File: config.mk
export PLATFORM = sky130hd
export DESIGN_NAME = bcd_adder_serial
export DESIGN_NICKNAME = d
export VERILOG_FILES = /design/src/rtl/bcd_pkg.sv /design/src/rtl/bcd_digit_add.sv /design/src/rtl/bcd_adder_serial.sv
export SDC_FILE = /design/constraint.sdc
export NUM_CORES = 1
export LEC_CHECK = 0
export CORE_ASPECT_RATIO = 1.2
export CORE_MARGIN = 2
export CORE_UTILIZATION = 35
export DETAILED_ROUTE_END_ITERATION = 10
export GPL_TIMING_DRIVEN = 0
export PLACE_DENSITY = 0.56
export SLEW_MARGIN = 20
export SYNTH_ARGS = -nofsm -noshare
export SYNTH_HDL_FRONTEND = slang
export SYNTH_SLANG_ARGS = --single-unit
File: constraint.sdc
create_clock -name clk -period 4.89 [get_ports clk]
set_input_delay 0.978 -clock clk [delete_from_list [all_inputs] [get_ports clk]]
set_output_delay 0.978 -clock clk [all_outputs]
set_load 0.02 [all_outputs]
File: src/rtl/bcd_pkg.sv
// Shared types and constants for the serial BCD adder.
// Optional subtract mode is enabled with `define BCD_ADDER_SUB_EN.
package bcd_pkg;

  localparam int unsigned DIGIT_W  = 4;
  localparam int unsigned BCD_MAX  = 9;
  localparam int unsigned BCD_CORR = 6;

  typedef enum logic [1:0] {
    IDLE = 2'd0,
    RUN  = 2'd1,
    DONE = 2'd2
  } state_t;

  // Nines' complement of one BCD digit; a non-BCD digit maps to a non-BCD digit.
  function automatic logic [DIGIT_W-1:0] nines(input logic [DIGIT_W-1:0] d);
    return DIGIT_W'(BCD_MAX) - d;
  endfunction

endpackage

File: src/rtl/bcd_digit_add.sv
// Combinational single-digit BCD add with decimal correction and operand validity flag.
module bcd_digit_add
  import bcd_pkg::*;
(
  input  logic [DIGIT_W-1:0] x,
  input  logic [DIGIT_W-1:0] y,
  input  logic               ci,
  output logic [DIGIT_W-1:0] s,
  output logic               co,
  output logic               invalid
);

  logic [DIGIT_W:0] bin;

  always_comb begin
    bin     = (DIGIT_W+1)'(x) + (DIGIT_W+1)'(y) + (DIGIT_W+1)'(ci);
    invalid = (x > DIGIT_W'(BCD_MAX)) || (y > DIGIT_W'(BCD_MAX));
    co      = bin > (DIGIT_W+1)'(BCD_MAX);
    s       = co ? DIGIT_W'(bin + (DIGIT_W+1)'(BCD_CORR)) : bin[DIGIT_W-1:0];
  end

endmodule

File: src/rtl/bcd_adder_serial.sv
// Digit-serial BCD adder: one digit per cycle, LSD first, fixed DIGITS+1 cycle latency.
// Define BCD_ADDER_SUB_EN to add the sub port (a - b via nines' complement).
module bcd_adder_serial
  import bcd_pkg::*;
#(
  parameter int unsigned DIGITS = 4
) (
  input  logic                        clk,
  input  logic                        rst_n,
  input  logic                        start,
  input  logic [DIGIT_W*DIGITS-1:0]   a,
  input  logic [DIGIT_W*DIGITS-1:0]   b,
  input  logic                        cin,
`ifdef BCD_ADDER_SUB_EN
  input  logic                        sub,
`endif
  output logic                        busy,
  output logic                        done,
  output logic [DIGIT_W*DIGITS-1:0]   sum,
  output logic                        cout,
  output logic                        error
);

  localparam int unsigned W     = DIGIT_W * DIGITS;
  localparam int unsigned IDX_W = $clog2(DIGITS) + 1;

  state_t             state;
  logic [W-1:0]       a_r;
  logic [W-1:0]       b_r;
  logic [W-1:0]       acc;
  logic               carry_r;
  logic               err_r;
  logic [IDX_W-1:0]   idx;
  logic [DIGIT_W-1:0] y_dig_c;
  logic [DIGIT_W-1:0] dig_s_c;
  logic               dig_co_c;
  logic               dig_inv_c;

`ifdef BCD_ADDER_SUB_EN
  logic sub_r;

  always_comb begin
    y_dig_c = b_r[DIGIT_W-1:0];
    if (sub_r) y_dig_c = nines(b_r[DIGIT_W-1:0]);
  end
`else
  always_comb begin
    y_dig_c = b_r[DIGIT_W-1:0];
  end
`endif

  bcd_digit_add u_digit (
    .x       (a_r[DIGIT_W-1:0]),
    .y       (y_dig_c),
    .ci      (carry_r),
    .s       (dig_s_c),
    .co      (dig_co_c),
    .invalid (dig_inv_c)
  );

  // Operands shift right so the current digit is always at [3:0]; results fill acc from the top.
  always_ff @(posedge clk or negedge rst_n) begin
    if (!rst_n) begin
      state   <= IDLE;
      a_r     <= '0;
      b_r     <= '0;
      acc     <= '0;
      carry_r <= 1'b0;
      err_r   <= 1'b0;
      idx     <= '0;
`ifdef BCD_ADDER_SUB_EN
      sub_r   <= 1'b0;
`endif
      busy    <= 1'b0;
      done    <= 1'b0;
      sum     <= '0;
      cout    <= 1'b0;
      error   <= 1'b0;
    end else begin
      case (state)
        IDLE: begin
          if (start) begin
            a_r     <= a;
            b_r     <= b;
            acc     <= '0;
            idx     <= '0;
            err_r   <= 1'b0;
`ifdef BCD_ADDER_SUB_EN
            sub_r   <= sub;
            carry_r <= sub | cin;
`else
            carry_r <= cin;
`endif
            busy    <= 1'b1;
            state   <= RUN;
          end
        end
        RUN: begin
          if (idx == IDX_W'(DIGITS)) begin
            sum   <= err_r ? '0 : acc;
            cout  <= carry_r & ~err_r;
            error <= err_r;
            done  <= 1'b1;
            state <= DONE;
          end else begin
            acc     <= (acc >> DIGIT_W) | (W'(dig_s_c) << (W - DIGIT_W));
            carry_r <= dig_co_c;
            err_r   <= err_r | dig_inv_c;
            a_r     <= a_r >> DIGIT_W;
            b_r     <= b_r >> DIGIT_W;
            idx     <= idx + IDX_W'(1);
          end
        end
        DONE: begin
          done  <= 1'b0;
          busy  <= 1'b0;
          state <= IDLE;
        end
        default: begin
          done  <= 1'b0;
          busy  <= 1'b0;
          state <= IDLE;
        end
      endcase
    end
  end

endmodule

==> results.ini, run 1 <==
[outcome]
outcome=completed

[placed_design]
port_buffers=55
dp_cells=467
dp_hpwl_um=5220
globalplace.congestion=0.823

[sta]
setup_viol=0
finalCritPeriodShare=0.606
worst_pin_slew_ns=0.864
rsz0062_at_grt=false
slew_headroom=0.423
finalHoldViolations=0
fmax_mhz=337
tns_ns=0
min_period_ns=2.96
fin_skew_ns=0.00891
final_max_slew_viol_count=0

[power]
swShare=0.389
clockPowerShare=0.187
p_sw_mw=1.13
pwr-share-seq=0.351
p_leak_nw=2.02
peakVddDrop_mv=0.238
internal-power_mw=1.77
p_per_area_nw_per_um2=685
combPwrFrac=0.462

[synth]
synth.most_common_cell=dfrtp_1
synth_seq_area_share=0.571
synth_cell_types=36
avgSynthCellArea_um2=11.3
yosys_warnings=0
synth_nets=335
yosysTopAreaCell=dfrtp_1
ys_top_cells_by_area=dfrtp_1, a22o_1, o21ai_0
yosys-top-cells-count=dfrtp_1, nand2_1, o21ai_0
ys.flop_type=dfrtp_1
async_flop_share=1.00
synth-seq-cells=75
synth-edff-count=0
netlist_area_um2=3290
synthCells=291
yosysTopAreaCellShare=0.571

[critical_path]
cp_max_fo=4
end_kind=flop
worst_ep_arrival_time_ns=3.20
required_ns=5.13
crit_path_cell_trace=fa_1 > fa_1 > xnor2_1 > ha_1 > nor2b_1 > nor2b_1 > mux2i_2 > o21ai_1 > a221o_1
cp-start-kind=flop
cp_slowest_cell=fa_1
max_stage_delay_ns=0.47
crit_type=reg -> reg

[route]
first_iter_violations=137
vias=2421
drc=0
via_per_inst=5.01
routed_wl_um=7280
wire_per_inst_um=15.1
dr.pass1.iters=4
postRouteAntennaNets=0

[floorplanning]
io_pins=56
chipHeight_um=110
coreArea_um2=9080
die_x_um=92.5
start_util=0.362
rows=38
dieArea_um2=10200

[clock_tree]
clock_latency_ns=0.35
clk_pin_slew_ns=0.09
htreeDepth=3
holdBufCountCts=0
postCtsSetupRepairBufs=0
cts_tree=built
cts_sinks=75
cts_resized=0
cts-root-buf=clkbuf_8
cts-buffers-inserted=9
cts_buffer_depth=2

[global_routing]
antenna_found_initial=0
grt_pass1_wl_um=12200
grtUsageTotal=0.154
grt_max_degree=42
grt_pass1_vias=2489
overflow=0
grt.busiest_layer=met2
grt_use_met2=0.264
met1_usage=0.192
grt_use_met3=0.0313

[hold_path]
hold_class=reg -> reg

[layout]
fin_nets=402
syn2layout_area_growth_pct=28.6
fill_cells=885
drive_above_1_share=0.0909
n_antenna_cell=0
stdcell_count=483

[flow_run]
cap_violations=0

## power by group through the flow
stage	clock network [mW]	registers, mW	logic (mW)
6_report	0.541	1.02	1.34
5_1_grt	0.576	1.05	1.50
4_1_cts	0.551	1.02	1.36
3_5_place_dp	0	1.04	1.35
3_3_place_gp	0	1.02	1.32
2_1_floorplan	0	1.07	0.877
## cells by family after synthesis
family                     after synthesis  share of synthesized area
AOI/OAI and AO/OA                       81                      0.177
DFF                                     75                      0.571
and+or+nand+nor                         73                      0.112
buffers and inverters                   37                     0.0529
muxes                                   14                     0.0441
adders and majority gates                8                     0.0350
xor gates and xnor gates                 3                    0.00799
## metrics by stage
stage / utilization / hold slack (ns) / cell area [um^2] / total power [mW] / worst slack [ns]
floorplan: - / 0.450 / 3290 / 1.94 / 2.24
global placement: 0.439 / 0.461 / 3990 / 2.35 / 0.189
detailed placement: 0.441 / 0.471 / 4010 / 2.39 / 1.96
CTS: 0.466 / 0.490 / 4230 / 2.93 / 1.94
global route: 0.466 / 0.510 / 4230 / 3.13 / 1.73
finish: 0.466 / 0.482 / 4230 / 2.90 / 1.93
## per-layer routing
| metal | routed length, um | vias to the layer above | part of all wire |
|---|---|---|---|
| li1 | - | 1160 | - |
| met1 | 3280 | 1185 | 0.45 |
| met2 | 3500 | 61 | 0.48 |
| met3 | 326 | 15 | 0.045 |
| met4 | 176 | 0 | 0.024 |
| met5 | 0 | - | 0 |
## flip-flops by register name (all words and copies together) (netlist names), 2 cells and up
signal,cells
a_r,16
b_r,16
idx,3
sum,16
state,2
acc,16
## area by class of cell
cell class | count | area [um^2] | share of cell area
multi-input cells | 179 | 1240 | 0.293
plain buffers | 19 | 106 | 0.0251
clock buffers | 9 | 124 | 0.0293
well taps | 120 | 150 | 0.0355
repair buffers | 56 | 568 | 0.134
inverters | 18 | 67.6 | 0.0160
clock inverters | 7 | 98.8 | 0.0234
flip-flops and latches | 75 | 1880 | 0.444
## worst paths after layout
kind | start | to | slack [ns] | cells past startpoint
worst min register to register | sum[4] | sum[4] | 0.48 | 2
worst max-delay path | a_r[0] | acc[14] | 1.93 | 9
worst min-delay path | sum[4] | sum[4] | 0.48 | 2
min in group asynchronous | rst_n | error | 0.58 | 1
max in group asynchronous | rst_n | b_r[2] | 3.73 | 2
worst max register to register | a_r[0] | acc[14] | 1.93 | 9
## cell usage in the layout (no fill, tap or decap), types with 2 or more instances in the layout
cell,n
nand2_1,36
bufinv_16,2
ha_1,6
a222oi_1,12
clkbuf_1,10
o21ai_0,33
a21oi_1,3
nand3_1,4
and3_1,2
fa_1,2
inv_1,18
a22o_1,22
inv_6,3
xor2_1,2
a21o_1,6
nand2b_1,17
buf_4,3
nor2b_1,2
nor2_1,5
mux2i_1,12
buf_6,3
dfrtp_1,75
buf_2,4
clkdlybuf4s50_1,54
clkbuf_8,9
## worst max-delay path, delay by kind of cell (launching register included)
family | cells | cell delay (ns)
AND/OR/NAND/NOR | 2 | 0.27
flip-flops | 1 | 0.41
adder cells (fa/ha/maj) | 3 | 1.14
AO/OA/AOI/OAI | 2 | 0.48
XOR/XNOR | 1 | 0.31
multiplexers | 1 | 0.23
Power figures use the tool's default switching activity.
==> run 2, diff against run 1 <==
Clock period 4.89 ns to 2.9 ns, I/O delays scaled along.
==> results.ini, run 2 (synthesized netlist as in run 1, its figures left out) <==
[clock_tree]
cts_tree=built
cts_buffer_depth=2
clock_latency_ns=0.35
htreeDepth=3
cts_sinks=75
cts-buffers-inserted=9
cts-root-buf=clkbuf_8
clk_pin_slew_ns=0.08

[sta]
finalCritPeriodShare=0.951
fin_skew_ns=0.00992
fin_ws_ns=0.143
tns_ns=0
slew_headroom=0.419
whs_ns=0.182
setup_viol=0
worst_pin_slew_ns=0.870
final_max_slew_viol_count=0
fmax_mhz=363
min_period_ns=2.76
finalHoldViolations=0

[global_routing]
met1_usage=0.192
grt_use_met2=0.263
grt_pass1_wl_um=12100
grt_pass1_vias=2488
grt_use_met3=0.0313
grt_max_degree=42
antenna_found_initial=0
grt.busiest_layer=met2
overflow=0
grtUsageTotal=0.154

[critical_path]
required_ns=3.14
cp_max_fo=4
cp-start-kind=flop
crit_type=reg -> reg
end_kind=flop
worst_ep_arrival_time_ns=3.00

[power]
p_leak_nw=2.03
p_per_area_nw_per_um2=1170
p_total_mw=4.98
peakVddDrop_mv=0.404

[route]
vias=2436
via_per_inst=5.02
routed_wl_um=7330
first_iter_violations=137
wire_per_inst_um=15.1
dr.pass1.iters=4
drc=0
postRouteAntennaNets=0

[placed_design]
port_buffers=55
globalplace.congestion=0.823
dp_hpwl_um=5220
dp_slack_ns=-0.0349

[floorplanning]
coreArea_um2=9080
io_pins=56
chipHeight_um=110
rows=38
die_x_um=92.5
dieArea_um2=10200
start_util=0.362

[hold_path]
hold_class=in -> async

[layout]
drive_above_1_share=0.104
final_cell_mix=dfrtp_1, clkdlybuf4s50_1, nand2_1
fill_cells=886
mostFrequentLayoutCell=dfrtp_1
fin_nets=404
n_antenna_cell=0
syn2layout_area_growth_pct=29.5

[outcome]
outcome=completed

[flow_run]
cap_violations=0

==> run 2: changes by cell type in the layout (fill, tap and decap cells not counted), sizes merged <==
cell and change:
buf +2
==> run 2: metrics by stage <==
stage	area [um^2]	util	std cells
floorplan	3290	-	291
global placement	3990	0.439	466
detailed placement	4010	0.441	467
CTS	4240	0.467	483
global route	4260	0.469	485
finish	4260	0.469	485
==> run 2: worst max-delay path, stage by stage (launching register included) <==
cell	delay, ns
dfrtp_1	0.41
fa_1	0.48
fa_2	0.53
inv_1	0.07
ha_1	0.21
nor2b_2	0.17
nor2b_1	0.14
mux2i_2	0.12
buf_4	0.14
a21o_1	0.14
a32o_1	0.24
==> run 2: repair_timing <==
item                                    4_1_cts  5_1_grt
pin swaps                                     0        1
setup buffers                                 0        2
hold buffers                                  0        0
endpoints found under the setup margin        1        3
gates resized for setup                       1        2
==> run 2: power by group <==
| part | switching (mW) | internal, mW |
|---|---|---|
| sequential | 0.265 | 1.45 |
| combinational | 1.25 | 1.10 |
| clock | 0.419 | 0.492 |
| total | 1.93 | 3.04 |
==> run 2: final timing paths <==
path                        start      end  slack (ns)  cells after the start
max in group asynchronous   rst_n   b_r[2]        2.14                      2
min                         rst_n    error        0.18                      1
max                        a_r[0]  acc[13]        0.14                     10
max reg2reg                a_r[0]  acc[13]        0.14                     10
min reg2reg                sum[4]   sum[4]        0.48                      2
min in group clk           sum[4]   sum[4]        0.48                      2
==> run 2: final cells by class <==
type	instances	area [um^2]	share of cell area
Clock buffer	9	124	0.0291
Clock inverter	7	98.8	0.0232
Inverter	18	67.6	0.0159
Timing Repair Buffer	58	583	0.137
Sequential cell	75	1880	0.441
Tap cell	120	150	0.0353
Buffer	19	106	0.0250
Multi-Input combinational cell	179	1250	0.294
==> run 2: layer usage <==
metal,up-vias,wire (um)
met2,72,3550
li1,1165,-
met5,-,0
met1,1184,3200
met3,15,402
met4,0,176
==> run 3, diff against run 2 <==
Settings changed: PLACE_DENSITY 0.56 to not set.
Clock period 2.9 ns to 2.6 ns, I/O delays scaled along.
==> results.ini, run 3 (synthesized netlist as in run 1, its figures left out) <==
[placed_design]
dp_slack_ns=-0.168
globalplace.congestion=0.797
post_dp_cell_area_um2=4020
dp_cells=467
dp_hpwl_um=5020
port_buffers=55

[clock_tree]
cts_buffer_depth=2
htreeDepth=3
cts_tree=built
clk_pin_slew_ns=0.08
cts_sinks=75
cts-root-buf=clkbuf_8
clock_latency_ns=0.34
cts-buffers-inserted=9

[power]
peakVddDrop_mv=0.502
p_total_mw=5.64
p_leak_nw=2.04
p_per_area_nw_per_um2=1310

[sta]
rsz0062_at_grt=true
final_max_slew_viol_count=0
setup_viol=0
worst_pin_slew_ns=0.876
fin_ws_ns=0.0273
finalCritPeriodShare=0.989
min_period_ns=2.57
slew_headroom=0.415
finalHoldViolations=0
fmax_mhz=389
whs_ns=0.126
fin_skew_ns=0.00779

[layout]
fill_cells=872
n_antenna_cell=0
multiInputGateArea_um2=1300
drive_above_1_share=0.124
syn2layout_area_growth_pct=31.1
regArea_um2=1880
fin_nets=409
mostFrequentLayoutCell=dfrtp_1
design_area_um2=4310
stdcell_count=490
final_cell_mix=dfrtp_1, clkdlybuf4s50_1, nand2_1

[critical_path]
crit_type=reg -> reg
cp-start-kind=flop
cp_common_cell=fa_2
cp_max_fo=3
end_kind=flop
crit_family=adder cells
worst_ep_arrival_time_ns=2.80
cp_slowest_cell=fa_2
max_stage_delay_ns=0.54
crit_buf_inv=2
required_ns=2.83
crit_path_cell_trace=fa_2 > fa_2 > inv_2 > ha_4 > nor2b_4 > nor2b_2 > mux2i_4 > buf_4 > and3_1 > a221o_1

[route]
dr.pass1.iters=7
dr_wl_met2_um=3540
postRouteAntennaNets=0
top_layer=met4
drc=0
vias=2440
wl_met1_um=3140
routed_wl_um=7080
first_iter_violations=144
via_per_inst=4.98
wire_per_inst_um=14.4
wl_met3_um=340

[outcome]
outcome=completed

[global_routing]
grt_max_degree=42
grt_pass1_vias=2414
overflow=0
antenna_found_initial=0
grtUsageTotal=0.150
grt_pass1_wl_um=11700

[floorplanning]
io_pins=56
start_util=0.362
die_x_um=92.5
chipHeight_um=110
coreArea_um2=9080
rows=38
dieArea_um2=10200

[flow_run]
cap_violations=0

[hold_path]
hold_class=in -> async

run 3: cell count changes in the layout (fill, tap and decap cells not counted), sizes merged:
| cell | change |
|---|---|
| bufinv | -1 |
| inv | -3 |
| buf | +5 |
| clkinvlp | -1 |
| clkbuf | +5 |
run 3: through the flow:
stage	setup TNS (ns)	util
6_report	0	0.475
5_1_grt	-0.129	0.475
4_1_cts	0	0.471
3_5_place_dp	-0.284	0.442
3_3_place_gp	-119.31	0.440
2_1_floorplan	0	-
run 3: worst paths after layout:
| check | from | end | slack, ns | depth (start not counted) |
|---|---|---|---|---|
| max reg2reg | b_r[0] | acc[14] | 0.03 | 10 |
| min in group clk | done | done | 0.48 | 1 |
| max in group asynchronous | rst_n | b_r[5] | 1.90 | 2 |
| min | rst_n | busy | 0.13 | 1 |
| min reg2reg | done | done | 0.48 | 1 |
| max | b_r[0] | acc[14] | 0.03 | 10 |
run 3: per-layer routing:
metal / track usage / vias up
met2: 0.264 / 69
met1: 0.181 / 1193
met4: 0.0384 / 0
met3: 0.0442 / 7
met5: 0 / -
li1: - / 1171
run 3: layout make-up:
| cell class | instances | area share |
|---|---|---|
| flip-flops and latches | 75 | 0.435 |
| multi-input cells | 179 | 0.302 |
| repair buffers | 63 | 0.144 |
| clock buffers | 14 | 0.0354 |
| well taps | 120 | 0.0348 |
| plain buffers | 19 | 0.0247 |
| inverters | 18 | 0.0157 |
| clock inverters | 2 | 0.00813 |
run 3: timing repair:
item | in CTS | in global routing
pin swaps | 4 | 2
hold buffers | 0 | 0
resized for setup | 6 | 6
setup endpoints to repair | 3 | 2
buffers inserted | 7 | 0
gates cloned | 0 | 0
hold endpoints to repair | 0 | 0
run 3: power by group:
part           internal, mW  switching (mW)  leakage [nW]  total (mW)
logic                  1.40            1.45         0.967        2.85
registers              1.62           0.296         0.981        1.92
clock network         0.470           0.403        0.0947       0.873
